**config.mk**
```make
export PLATFORM = sky130hd
export DESIGN_NAME = ps2_keycode_receiver
export DESIGN_NICKNAME = d
export VERILOG_FILES = /design/src/rtl/ps2_keycode_receiver.sv
export SDC_FILE = /design/constraint.sdc
export NUM_CORES = 1
export LEC_CHECK = 0
export ABC_AREA = 0
export CAP_MARGIN = 20
export CORE_AREA = 4 4 75 77
export DETAILED_ROUTE_END_ITERATION = 8
export DIE_AREA = 0 0 79 81
export PLACE_DENSITY = 0.69
export SLEW_MARGIN = 30
export SYNTH_ARGS = -nofsm -noshare
export SYNTH_HDL_FRONTEND = slang
export SYNTH_SLANG_ARGS = --single-unit
```
**constraint.sdc**
```tcl
create_clock -name clk -period 4.1 [get_ports clk]
set_clock_uncertainty 0.2 [all_clocks]
set_input_delay 0.615 -clock clk [delete_from_list [all_inputs] [get_ports clk]]
set_output_delay 0.615 -clock clk [all_outputs]
set_load 0.005 [all_outputs]
```
**src/rtl/ps2_keycode_receiver.sv**
```systemverilog
`timescale 1ns/1ps
`default_nettype none
// ============================================================================
// Module   : ps2_keycode_receiver
// Function : PS/2 keyboard frame receiver. Emits one-cycle make codes and
//            suppresses E0/F0 prefixes and key releases. A frame stalled
//            mid-way is dropped with an error pulse.
//            Optional parity checking when PS2_PARITY_CHECK_EN is defined.
// Revision : 1.0 - initial release
// ============================================================================
module ps2_keycode_receiver #(
  parameter int TIMEOUT_CYCLES = 100_000
) (
  input  logic       clk,
  input  logic       reset_n,
  input  logic       ps2_clk,
  input  logic       ps2_data,
  output logic [7:0] keyboard,
  output logic       extended,
  output logic       frame_error
);

  localparam int c_tmo_w = $clog2(TIMEOUT_CYCLES + 1);
  localparam logic [c_tmo_w-1:0] c_tmo_last = c_tmo_w'(TIMEOUT_CYCLES - 1);

  typedef enum logic [1:0] {
    S_IDLE   = 2'd0,
    S_DATA   = 2'd1,
    S_PARITY = 2'd2,
    S_STOP   = 2'd3
  } state_t;

  state_t             r_state, w_next;
  logic               r_clk_meta, r_clk_sync, r_clk_prev;
  logic               r_dat_meta, r_dat_sync;
  logic [2:0]         r_bitcnt;
  logic [7:0]         r_shift;
  logic [c_tmo_w-1:0] r_tmo;
  logic               r_done, r_stop;
  logic               r_ext, r_brk;
  logic               w_fall, w_timeout, w_par_ok;

  assign w_fall    = r_clk_prev & ~r_clk_sync;
  assign w_timeout = (r_state != S_IDLE) && !w_fall && (r_tmo == c_tmo_last);

`ifdef PS2_PARITY_CHECK_EN
  logic r_parity;
  // Odd parity: data bits together with the parity bit must XOR to 1.
  assign w_par_ok = ^{r_shift, r_parity};
`else
  assign w_par_ok = 1'b1;
`endif

  always_comb begin
    w_next = r_state;
    if (w_timeout) begin
      w_next = S_IDLE;
    end else if (w_fall) begin
      case (r_state)
        S_IDLE:   if (!r_dat_sync) w_next = S_DATA;
        S_DATA:   if (r_bitcnt == 3'd7) w_next = S_PARITY;
        S_PARITY: w_next = S_STOP;
        S_STOP:   w_next = S_IDLE;
        default:  w_next = S_IDLE;
      endcase
    end
  end

  always_ff @(posedge clk or negedge reset_n) begin
    if (!reset_n) begin
      r_state     <= S_IDLE;
      r_clk_meta  <= 1'b1;
      r_clk_sync  <= 1'b1;
      r_clk_prev  <= 1'b1;
      r_dat_meta  <= 1'b1;
      r_dat_sync  <= 1'b1;
      r_bitcnt    <= 3'd0;
      r_shift     <= 8'h00;
      r_tmo       <= '0;
      r_done      <= 1'b0;
      r_stop      <= 1'b0;
      r_ext       <= 1'b0;
      r_brk       <= 1'b0;
      keyboard    <= 8'h00;
      extended    <= 1'b0;
      frame_error <= 1'b0;
`ifdef PS2_PARITY_CHECK_EN
      r_parity    <= 1'b0;
`endif
    end else begin
      r_clk_meta <= ps2_clk;
      r_clk_sync <= r_clk_meta;
      r_clk_prev <= r_clk_sync;
      r_dat_meta <= ps2_data;
      r_dat_sync <= r_dat_meta;
      r_state    <= w_next;

      if (r_state == S_IDLE || w_fall || w_timeout) r_tmo <= '0;
      else                                          r_tmo <= r_tmo + 1'b1;

      if (r_state == S_IDLE) begin
        r_bitcnt <= 3'd0;
      end else if (w_fall && r_state == S_DATA) begin
        r_shift  <= {r_dat_sync, r_shift[7:1]};
        r_bitcnt <= r_bitcnt + 3'd1;
      end

`ifdef PS2_PARITY_CHECK_EN
      if (w_fall && r_state == S_PARITY) r_parity <= r_dat_sync;
`endif

      // Stop bit captured here; the byte is decoded one cycle later.
      r_done <= w_fall && (r_state == S_STOP) && !w_timeout;
      r_stop <= r_dat_sync;

      keyboard    <= 8'h00;
      extended    <= 1'b0;
      frame_error <= w_timeout;

      if (r_done) begin
        if (!r_stop || !w_par_ok) begin
          frame_error <= 1'b1;
        end else if (r_shift == 8'hE0) begin
          r_ext <= 1'b1;
        end else if (r_shift == 8'hF0) begin
          r_brk <= 1'b1;
        end else if (r_shift != 8'h00) begin
          if (!r_brk) begin
            keyboard <= r_shift;
            extended <= r_ext;
          end
          r_ext <= 1'b0;
          r_brk <= 1'b0;
        end
      end
    end
  end

endmodule
`default_nettype wire

```
# Word-level counts from Yosys, hierarchy flattened
# Cells that the tools add are included.
dict set report word_totals {
  out_inout_bits 10
  in_bits 4
  register_bits 49
  word_cells 78
}
dict set report classes {
  n_addsub 2
  bitwise_logic 4
  muxes 26
  eq_ne 10
  n_reduce_logical 20
}
# op n
set ops {}
lappend ops {{$mux W8} 6}
lappend ops {{$add A17 B1 Y17 const B} 1}
lappend ops {{$eq A17 B17 Y1 const B} 1}
lappend ops {{$mux W17} 1}
lappend ops {{$eq A8 B8 Y1 const B} 2}
lappend ops {{$mux W1} 12}
lappend ops {{$reduce_bool A2 Y1} 5}
lappend ops {{$mux W2} 4}
lappend ops {{$pmux W2 S4} 1}
lappend ops {{$reduce_and A4 Y1} 2}
lappend ops {{$reduce_bool A8 Y1} 1}
lappend ops {{$mux W3} 2}
lappend ops {{$ne A3 B3 Y1 const B} 2}
lappend ops {{$logic_and A1 B1 Y1} 5}
lappend ops {{$eq A2 B2 Y1 const B} 2}
lappend ops {{$add A3 B1 Y3 const B} 1}
lappend ops {{$eq A3 B3 Y1 const B} 1}
lappend ops {{$not A1 Y1} 3}
lappend ops {{$reduce_and A3 Y1} 1}
lappend ops {{$eq A2 B1 Y1 const B} 1}
lappend ops {{$logic_not A1 Y1} 2}
lappend ops {{$logic_not A2 Y1} 1}
lappend ops {{$logic_or A1 B1 Y1} 2}
lappend ops {{$ne A2 B2 Y1 const B} 1}
lappend ops {{2 further kinds} 2}

# Depth between registers and ports, before layout
# Gate-level depths: netlist (run 1).
dict set report depth {
  ltp_word 7
  ltp_mapped 8
  depth_no_buf 6
}

# Worst setup path after synthesis (run 1)
# OpenSTA, ideal clock, no wires.
dict set report synth_path {
  kind {flip-flop to flip-flop}
  startpoint {register r_tmo[0]}
  endpoint {register r_tmo[11]}
  slack_ps 2171
  stages_incl_launch_ff 9
  required_ps 3829
  synth_period_minus_slack_ps 1929
  arrival_time_ps 1657
  path_buffers 3
  setup_time_ps 71
  path_cell_list {dfrtp_1 ha_1 buf_4 nor4b_1 and3_1 a21o_1 buf_4 buf_4 nor2_1}
}
dict set report synth_via {
  elab_chain_len 4
  elab_cells_between_ends 5
  cone_classes {add/sub (1); eq/ne (1); mux (1); reduce/logical (2)}
}
# element line
set synth_lines {}
lappend synth_lines {{from (decl)} 38} ;# logic [c_tmo_w-1:0] r_tmo;
lappend synth_lines {{from (signal assigned)} 99} ;# else r_tmo <= r_tmo + 1'b1;
lappend synth_lines {{parallel branches: the longest is 3 deep, another holds $add A17 B1 Y17} --}
lappend synth_lines {{$mux W17 (*)} 98} ;# if (r_state == S_IDLE || w_fall || w_timeout) r_tmo <= '0;
# Every way passes the cells marked *.
# A chain may end at the register's enable or synchronous reset.

# Final worst setup path (run 1)
dict set report layout_path {
  startpoint {register r_tmo[1]}
  endpoint {register r_tmo[5]}
}
# The elaborated chain is that of the path after synthesis.

==> flow_summary.json, run 1 <==
{
  "hold_viol_final": 0,
  "grt_pass1_wl_mm": 6.21,
  "maxCapViolCount": 0,
  "grt_usage": 0.125,
  "clkSlewWorstSetupHoldPaths_ns": 0.09,
  "grt_antenna_before_repair": 0,
  "synth_ff_type": "dfrtp_1",
  "synth.distinct_cells": 42,
  "drc_errors": 0,
  "ff2ff_setup_slack_ns": 1.85,
  "vias": 1428,
  "max_freq_mhz": 445,
  "cp-start-kind": "register",
  "synth-seq-area-share": 0.563,
  "dpl_worst_slack_ns": 1.86,
  "finalMaxSlewViolations": 0,
  "n_fill_cell": 489,
  "core_um2": 5010,
  "synth_top_area_share": 0.503,
  "synthCells": 197,
  "nets": 222,
  "cts.path.max_buffers": 2,
  "layout.cells.non_filler": 282,
  "viasPerCell": 5.06,
  "initial_core_util": 0.437,
  "critPathRequiredTime_ns": 4.06,
  "wl_per_cell_um": 12.6,
  "crit_type": "reg -> reg",
  "critPathMaxFanout": 17,
  "ys_seq_elements": 49,
  "dp_hpwl_mm": 2.44,
  "yosys_warnings": 0,
  "htreeDepth": 2,
  "timing.rr.end": "r_tmo[5]",
  "r2r_start": "r_tmo[1]",
  "rsz0062_at_grt": "no",
  "timing.final.crit_share": 0.548,
  "fp-row-count": 26,
  "fp.dieW_um": 79,
  "mappedNetlistArea_um2": 2190,
  "setup_viol": 0,
  "grt_overflow_total": 0,
  "fin_setup_tns_ns": 0,
  "reg2reg_depth": 5,
  "holdWs_ns": 0.113,
  "tightest_slew_ns": 0.591,
  "cts_buffers": 5,
  "cts_tree": "done",
  "status": "finished clean",
  "synthArstFlopShare": 1.00,
  "fin_crit_ns": 2.25,
  "finalWirelength_mm": 3.55,
  "die-area_um2": 6400,
  "max-slew-margin-rel": 0.606,
  "synth_fp_nets": 208,
  "first_iter_violations": 68,
  "hold_class": "in -> async",
  "post-synth-top-area-cell": "dfrtp_1",
  "fin_util": 0.494,
  "power_density_nw_per_um2": 523,
  "ctsResizeCount": 0,
  "clockRootBuffer": "clkbuf_8",
  "antenna_left": 0,
  "p_leak_nw": 1.11,
  "endpoint_kind": "register",
  "grt_pass1_vias": 1391,
  "ys_top_cells_by_area": "dfrtp_1 50%, dfstp_2 6.0%, mux2_2 4.1%",
  "hold_buffers": 0,
  "postCtsSetupRepairBufs": 0,
  "place_inst": 274,
  "die_y_um": 81,
  "worstSkewPairLatency_ns": 0.31,
  "setup_slack_ns": 1.85,
  "area_growth_pct": 12.8,
  "avgSynthCellArea_um2": 11.1,
  "cts.sinks": 49,
  "critical_path_arrival_ns": 2.21,
  "io_buffers": 13,
  "routabilityCongestion": 0.810,
  "first_pass_iters": 4,
  "peakVddDrop_mv": 0.269,
  "grt_max_degree": 50,
  "synth_edf_count": 0,
  "pin_count": 14,
  "drive_gt1_frac": 0.132,
  "n_antenna_cell": 0
}
per-stage QoR:
stage	total power, mW	area, µm²
4_1_cts	1.30	2470
2_1_floorplan	0.890	2190
3_3_place_gp	0.955	2360
3_5_place_dp	0.964	2360
6_report	1.29	2470
5_1_grt	1.38	2470
worst max-delay path: stages, from the launching register on:
cell	delay, ns
dfrtp_1	0.45
ha_1	0.37
nor4b_1	0.26
and3_1	0.23
a21o_1	0.48
nor2_1	0.11
cell families after synthesis:
family	after synthesis	share of synthesized area
DFF	49	0.563
xor gates and xnor gates	14	0.0560
and+or+nand+nor	88	0.215
adders and majority gates	7	0.0400
muxes	8	0.0411
AOI/OAI and AO/OA	21	0.0600
buffers and inverters	10	0.0257
cell usage after synthesis, types with 3 or more instances:
| cell | count |
|---|---|
| nand2_1 | 18 |
| nand3_1 | 8 |
| nor3_1 | 3 |
| o21ai_0 | 4 |
| a21oi_1 | 7 |
| nor2_1 | 19 |
| inv_1 | 4 |
| xnor2_1 | 4 |
| dfstp_2 | 5 |
| buf_4 | 3 |
| xor2_1 | 10 |
| ha_1 | 7 |
| or4_1 | 3 |
| nand4_1 | 7 |
| dfrtp_1 | 44 |
| and2_1 | 8 |
| nor4_1 | 4 |
| mux2_2 | 8 |
| and3_2 | 3 |
per-layer routing:
layer  global-route usage  part of all wire  vias up
li1                     -                 -      712
met1                0.155              0.47      686
met4               0.0653             0.017        0
met5                    0                 0        -
met2                0.200              0.47       23
met3               0.0333             0.041        7
placed cells by master (no fill, tap or decap), types with 3 or more instances in the layout:
cell / count
dfstp_2: 5
xor2_1: 10
nand2_1: 18
nand3_1: 8
nand4_1: 7
clkdlybuf4s50_1: 12
ha_1: 7
mux2_2: 8
and2_1: 8
inv_1: 4
clkbuf_8: 5
dfrtp_1: 44
nor3_1: 3
nor4_1: 4
o21ai_0: 4
xnor2_1: 4
or4_1: 3
nor2_1: 19
a21oi_1: 7
and3_2: 3
final cells by class:
class,instances,area [µm²],share of cell area
Clock inverter,2,35.0,0.0142
Tap cell,70,87.6,0.0354
Sequential cell,49,1230,0.498
Multi-Input combinational cell,138,902,0.365
Clock buffer,6,72.6,0.0294
Inverter,4,15.0,0.00607
Timing Repair Buffer,13,128,0.0516
state kept, by name, summed over array words and instances (netlist names), 2 cells and up:
register	cells
r_bitcnt	3
keyboard	8
r_tmo	17
r_shift	8
r_state	2
where the power goes:
part	internal, mW	switching [mW]	total, mW
registers	0.571	0.0941	0.665
clock network	0.181	0.157	0.338
logic	0.136	0.154	0.290
total	0.888	0.405	1.29
worst max-delay path by stage:
stage,startpoint,endpoint,slack [ns],cells after the start
floorplan,r_tmo[0],r_tmo[11],2.17,8
global placement,r_clk_prev,r_shift[4],1.94,4
detailed placement,r_tmo[0],r_tmo[11],1.86,5
CTS,r_tmo[0],r_tmo[5],1.85,5
global route,r_tmo[0],r_tmo[11],1.69,5
finish,r_tmo[1],r_tmo[5],1.85,5
(Power assumes the default switching activity.)
==> inputs of run 2 (changes only) <==
PLACE_DENSITY = 0.72   (was 0.69)
clock period = 2 ns   (was 4.1 ns; I/O delays follow)
==> run 2 against run 1 <==
  * Sequential share of layout area down 1.3 points
  * Sequential cell count did not move
  * Highest routed layer unchanged
  * Die area unchanged
  * Power is 110% higher
  * Combinational power up 130%
==> flow_summary.json, run 2 (same netlist as run 1, synthesis figures left out) <==
{
  "status": "finished clean",
  "p_comb_frac": 0.248,
  "die-area_um2": 6400,
  "routabilityCongestion": 0.810,
  "io_buffers": 13,
  "grt_pass1_vias": 1448,
  "crit_family": "simple AND/OR/NAND/NOR gates",
  "core_um2": 5010,
  "ff_latch_area_um2": 1230,
  "layout.cells.non_filler": 288,
  "critPathMaxStageDelay_ns": 0.41,
  "initial_core_util": 0.437,
  "drc_errors": 0,
  "timing.final.crit_share": 0.911,
  "first_pass_iters": 4,
  "path_cells": "inv_1, ha_2, or2_1, nand3b_1, a31o_2",
  "grt_pass1_wl_mm": 6.37,
  "worstSkewPairLatency_ns": 0.30,
  "p_sw_mw": 0.843,
  "viasPerCell": 4.99,
  "clkPwrFrac": 0.253,
  "fp-row-count": 26,
  "die_y_um": 81,
  "final_cell_mix": "43 x dfrtp_1, 19 x nor2_1, 18 x nand2_1",
  "grt_antenna_before_repair": 0,
  "cts_buffers": 5,
  "clkSlewWorstSetupHoldPaths_ns": 0.08,
  "dpl_worst_slack_ns": 0.0970,
  "regMostFlops": "r_tmo",
  "critPathMaxFanout": 8,
  "area_growth_pct": 16.0,
  "cts.sinks": 49,
  "peakVddDrop_mv": 0.659,
  "power_density_nw_per_um2": 1070,
  "max-slew-margin-rel": 0.614,
  "n_fill_cell": 475,
  "holdWs_ns": 0.158,
  "multi_input_area_um2": 910,
  "cp-start-kind": "register",
  "postCtsSetupRepairBufs": 0,
  "placed_area_um2": 2410,
  "slowest_stage": "dfrtp_1",
  "vias": 1438,
  "drive_gt1_frac": 0.161,
  "cts_tree": "done",
  "design_area_um2": 2540,
  "pin_count": 14,
  "final_common_cell": "dfrtp_1",
  "rsz0062_at_grt": "no",
  "dp_hpwl_mm": 2.44,
  "hold_class": "reg -> reg",
  "finalMaxSlewViolations": 0,
  "first_iter_violations": 58,
  "setup_slack_ns": 0.177,
  "fin_crit_ns": 1.82,
  "crit_type": "reg -> reg",
  "critPathRequiredTime_ns": 1.99,
  "intPower_mw": 1.88,
  "largest_reg_flops": 17,
  "critical_path_arrival_ns": 1.81,
  "ff2ff_setup_slack_ns": 0.18,
  "fp.dieW_um": 79,
  "max_freq_mhz": 549,
  "maxCapViolCount": 0,
  "endpoint_kind": "register",
  "path_buf_inv": 1,
  "clockRootBuffer": "clkbuf_8",
  "p_leak_nw": 1.14,
  "fin_setup_tns_ns": 0,
  "grt_overflow_total": 0,
  "antenna_left": 0,
  "p_seq_frac": 0.499,
  "n_antenna_cell": 0,
  "finalWirelength_mm": 3.45,
  "hold_viol_final": 0,
  "nets": 228,
  "place_inst": 279,
  "swShare": 0.310,
  "reg_top3": "r_tmo (17), keyboard (8), r_shift (8)",
  "cts.path.max_buffers": 2,
  "htreeDepth": 2,
  "grt_usage": 0.125,
  "wl_per_cell_um": 12.0,
  "grt_max_degree": 50,
  "tightest_slew_ns": 0.579,
  "setup_viol": 0
}
[run 2: changes by cell type in the layout (fill, tap and decap cells not counted), sizes merged]
cell and delta:
buf +5, dlygate4sd3 +1
[run 2: metrics by stage]
stage	total power, mW	utilization
2_1_floorplan	1.82	-
3_3_place_gp	2.01	0.482
3_5_place_dp	2.04	0.482
4_1_cts	2.74	0.506
5_1_grt	2.94	0.507
6_report	2.72	0.507
[run 2: final cells by class]
| cell class | count | area share |
|---|---|---|
| sequential | 49 | 0.485 |
| clock inverter | 2 | 0.0153 |
| tap | 70 | 0.0344 |
| timing repair buffer | 19 | 0.0728 |
| multi-input combinational | 138 | 0.358 |
| inverter | 4 | 0.00591 |
| clock buffer | 6 | 0.0285 |
[run 2: timing repair]
| item | in CTS | in global routing |
|---|---|---|
| resized for setup | 0 | 3 |
| hold buffers | 1 | 0 |
| endpoints found under the setup margin | 0 | 9 |
| endpoints found under the hold margin | 44 | 0 |
[run 2: final timing paths]
kind	cells past startpoint	start	endpoint
max	5	r_state[0]	r_state[1]
min	0	r_dat_meta	r_dat_sync
max reg2reg	5	r_state[0]	r_state[1]
min reg2reg	0	r_dat_meta	r_dat_sync
max in group asynchronous	3	reset_n	r_tmo[1]
min in group asynchronous	3	reset_n	r_bitcnt[0]
[run 2: metal layers]
layer,GRT usage,vias to the layer above,share of wire
li1,-,721,-
met1,0.154,690,0.46
met2,0.214,23,0.49
met3,0.0344,4,0.043
met4,0.0412,0,0.0087
met5,0,-,0
[run 2: power groups by stage]
stage               Clock [mW]  Combinational [mW]  Sequential, mW
global route             0.759               0.776            1.40
floorplan                    0               0.487            1.34
global placement             0               0.648            1.36
finish                   0.688               0.674            1.36
detailed placement           0               0.668            1.37
CTS                      0.720               0.670            1.35
==> inputs of run 3 (changes only) <==
CELL_PAD_IN_SITES_DETAIL_PLACEMENT = 0   (was not set)
CELL_PAD_IN_SITES_GLOBAL_PLACEMENT = 2   (was not set)
CORE_AREA = 4 4 85 87   (was 4 4 75 77)
DIE_AREA = 0 0 89 91   (was 0 0 79 81)
PLACE_DENSITY = 0.79   (was 0.72)
==> run 3 against run 2 <==
  * Worst hold slack better by 0.0033 ns
  * Maximum frequency decreased by 1.6%
  * First-iteration DRC count up 12%
  * Clock power shrank 12%
  * Critical path type unchanged
==> flow_summary.json, run 3 (same netlist as run 1, synthesis figures left out) <==
{
  "ff2ff_setup_slack_ns": 0.15,
  "critPathMaxFanout": 8,
  "drc_errors": 0,
  "drive_gt1_frac": 0.171,
  "fin_crit_ns": 1.85,
  "rsz0062_at_grt": "no",
  "nets": 232,
  "finalMaxSlewViolations": 0,
  "status": "finished clean",
  "max-slew-margin-rel": 0.656,
  "fin_setup_tns_ns": 0,
  "timing.final.crit_share": 0.926,
  "tightest_slew_ns": 0.511,
  "critPathRequiredTime_ns": 1.99,
  "core_um2": 6350,
  "vias": 1480,
  "timing.rr.end": "r_state[1]",
  "postCtsSetupRepairBufs": 0,
  "grt_pass1_vias": 1391,
  "fp.dieW_um": 89,
  "r2r_start": "r_state[0]",
  "cts_buffers": 5,
  "reg_top3": "r_tmo (17), keyboard (8), r_shift (8)",
  "finalWirelength_mm": 3.97,
  "clockRootBuffer": "clkbuf_8",
  "hold_class": "reg -> reg",
  "fp-row-count": 29,
  "endpoint_kind": "register",
  "critPathMaxStageDelay_ns": 0.41,
  "p_leak_nw": 1.15,
  "grt_pass1_wl_mm": 6.78,
  "reg2reg_depth": 5,
  "largest_reg_flops": 17,
  "final_common_cell": "dfrtp_1",
  "hold_viol_final": 0,
  "viasPerCell": 4.95,
  "die_y_um": 91,
  "pin_count": 14,
  "dpl_worst_slack_ns": 0.150,
  "min_from": "r_dat_meta",
  "initial_core_util": 0.345,
  "cts_tree": "done",
  "crit_type": "reg -> reg",
  "ff_latch_area_um2": 1230,
  "critical_path_arrival_ns": 1.84,
  "min_to": "r_dat_sync",
  "io_buffers": 13,
  "max_freq_mhz": 540,
  "cts.path.max_buffers": 2,
  "cp-start-kind": "register",
  "peakVddDrop_mv": 0.560,
  "hold_buffers": 1,
  "n_fill_cell": 610,
  "ctsResizeCount": 0,
  "cts.sinks": 49,
  "power_density_nw_per_um2": 1040,
  "die-area_um2": 8100,
  "routabilityCongestion": 0.802,
  "htreeDepth": 2,
  "slowest_stage": "dfrtp_1",
  "dp_hpwl_mm": 2.95,
  "multi_input_area_um2": 902,
  "n_antenna_cell": 0,
  "area_growth_pct": 17.2,
  "grt_max_degree": 31,
  "first_iter_violations": 65,
  "first_pass_iters": 4,
  "path_cells": "inv_1, ha_1, or2_1, nand3b_1, a31o_2",
  "final_cell_mix": "44 x dfrtp_1, 19 x nor2_1, 18 x nand2_1",
  "regMostFlops": "r_tmo",
  "grt_antenna_before_repair": 0,
  "wl_per_cell_um": 13.3,
  "grt_overflow_total": 0,
  "setup_slack_ns": 0.148,
  "holdPathStages": 0,
  "clkSlewWorstSetupHoldPaths_ns": 0.10,
  "grt_usage": 0.107,
  "antenna_left": 0,
  "maxCapViolCount": 0,
  "worstSkewPairLatency_ns": 0.30,
  "setup_viol": 0
}
[run 3: power by group]
group	total, mW	switching [mW]	internal [mW]	leakage [nW]
Sequential	1.35	0.176	1.17	0.643
Clock	0.608	0.353	0.255	0.0423
Combinational	0.708	0.368	0.341	0.467
[run 3: metal layers]
layer / share of wire / GRT usage / up-vias
met1: 0.50 / 0.153 / 716
met5: 0 / 0 / -
met3: 0.040 / 0.0308 / 7
li1: - / - / 731
met4: 0.017 / 0.0372 / 0
met2: 0.44 / 0.155 / 26
[run 3: worst max-delay path by stage]
| stage | start | end | cells after the start |
|---|---|---|---|
| floorplan | r_tmo[0] | r_tmo[13] | 8 |
| global placement | r_state[0] | r_state[1] | 5 |
| detailed placement | r_state[0] | r_state[1] | 5 |
| CTS | r_state[0] | r_state[1] | 5 |
| global route | r_state[0] | r_state[1] | 5 |
| finish | r_state[0] | r_state[1] | 5 |
[run 3: final cells by class]
type	count	area share
multi-input combinational	138	0.351
timing repair buffer	23	0.0887
inverter	4	0.00585
tap	77	0.0375
sequential	49	0.480
clock inverter	3	0.0102
clock buffer	5	0.0268
[run 3: stage by stage]
stage / util / area [µm²] / total power, mW / hold WS (ns) / instances
after global routing: 0.405 / 2570 / 2.85 / 0.161 / 299
after CTS: 0.405 / 2570 / 2.70 / 0.163 / 299
after floorplan: - / 2190 / 1.82 / -0.196 / 197
after detailed placement: 0.388 / 2460 / 2.07 / 0.0941 / 290
final: 0.405 / 2570 / 2.66 / 0.161 / 299
after global placement: 0.388 / 2460 / 2.08 / 0.0897 / 290
[run 3: critical path: cells and delay by family, from the launching register on]
family	cells	cell delay, ns
AND/OR/NAND/NOR	2	0.48
flip-flops	1	0.41
adder cells (fa/ha/maj)	1	0.30
AO/OA/AOI/OAI	1	0.27
buffers and inverters	1	0.09
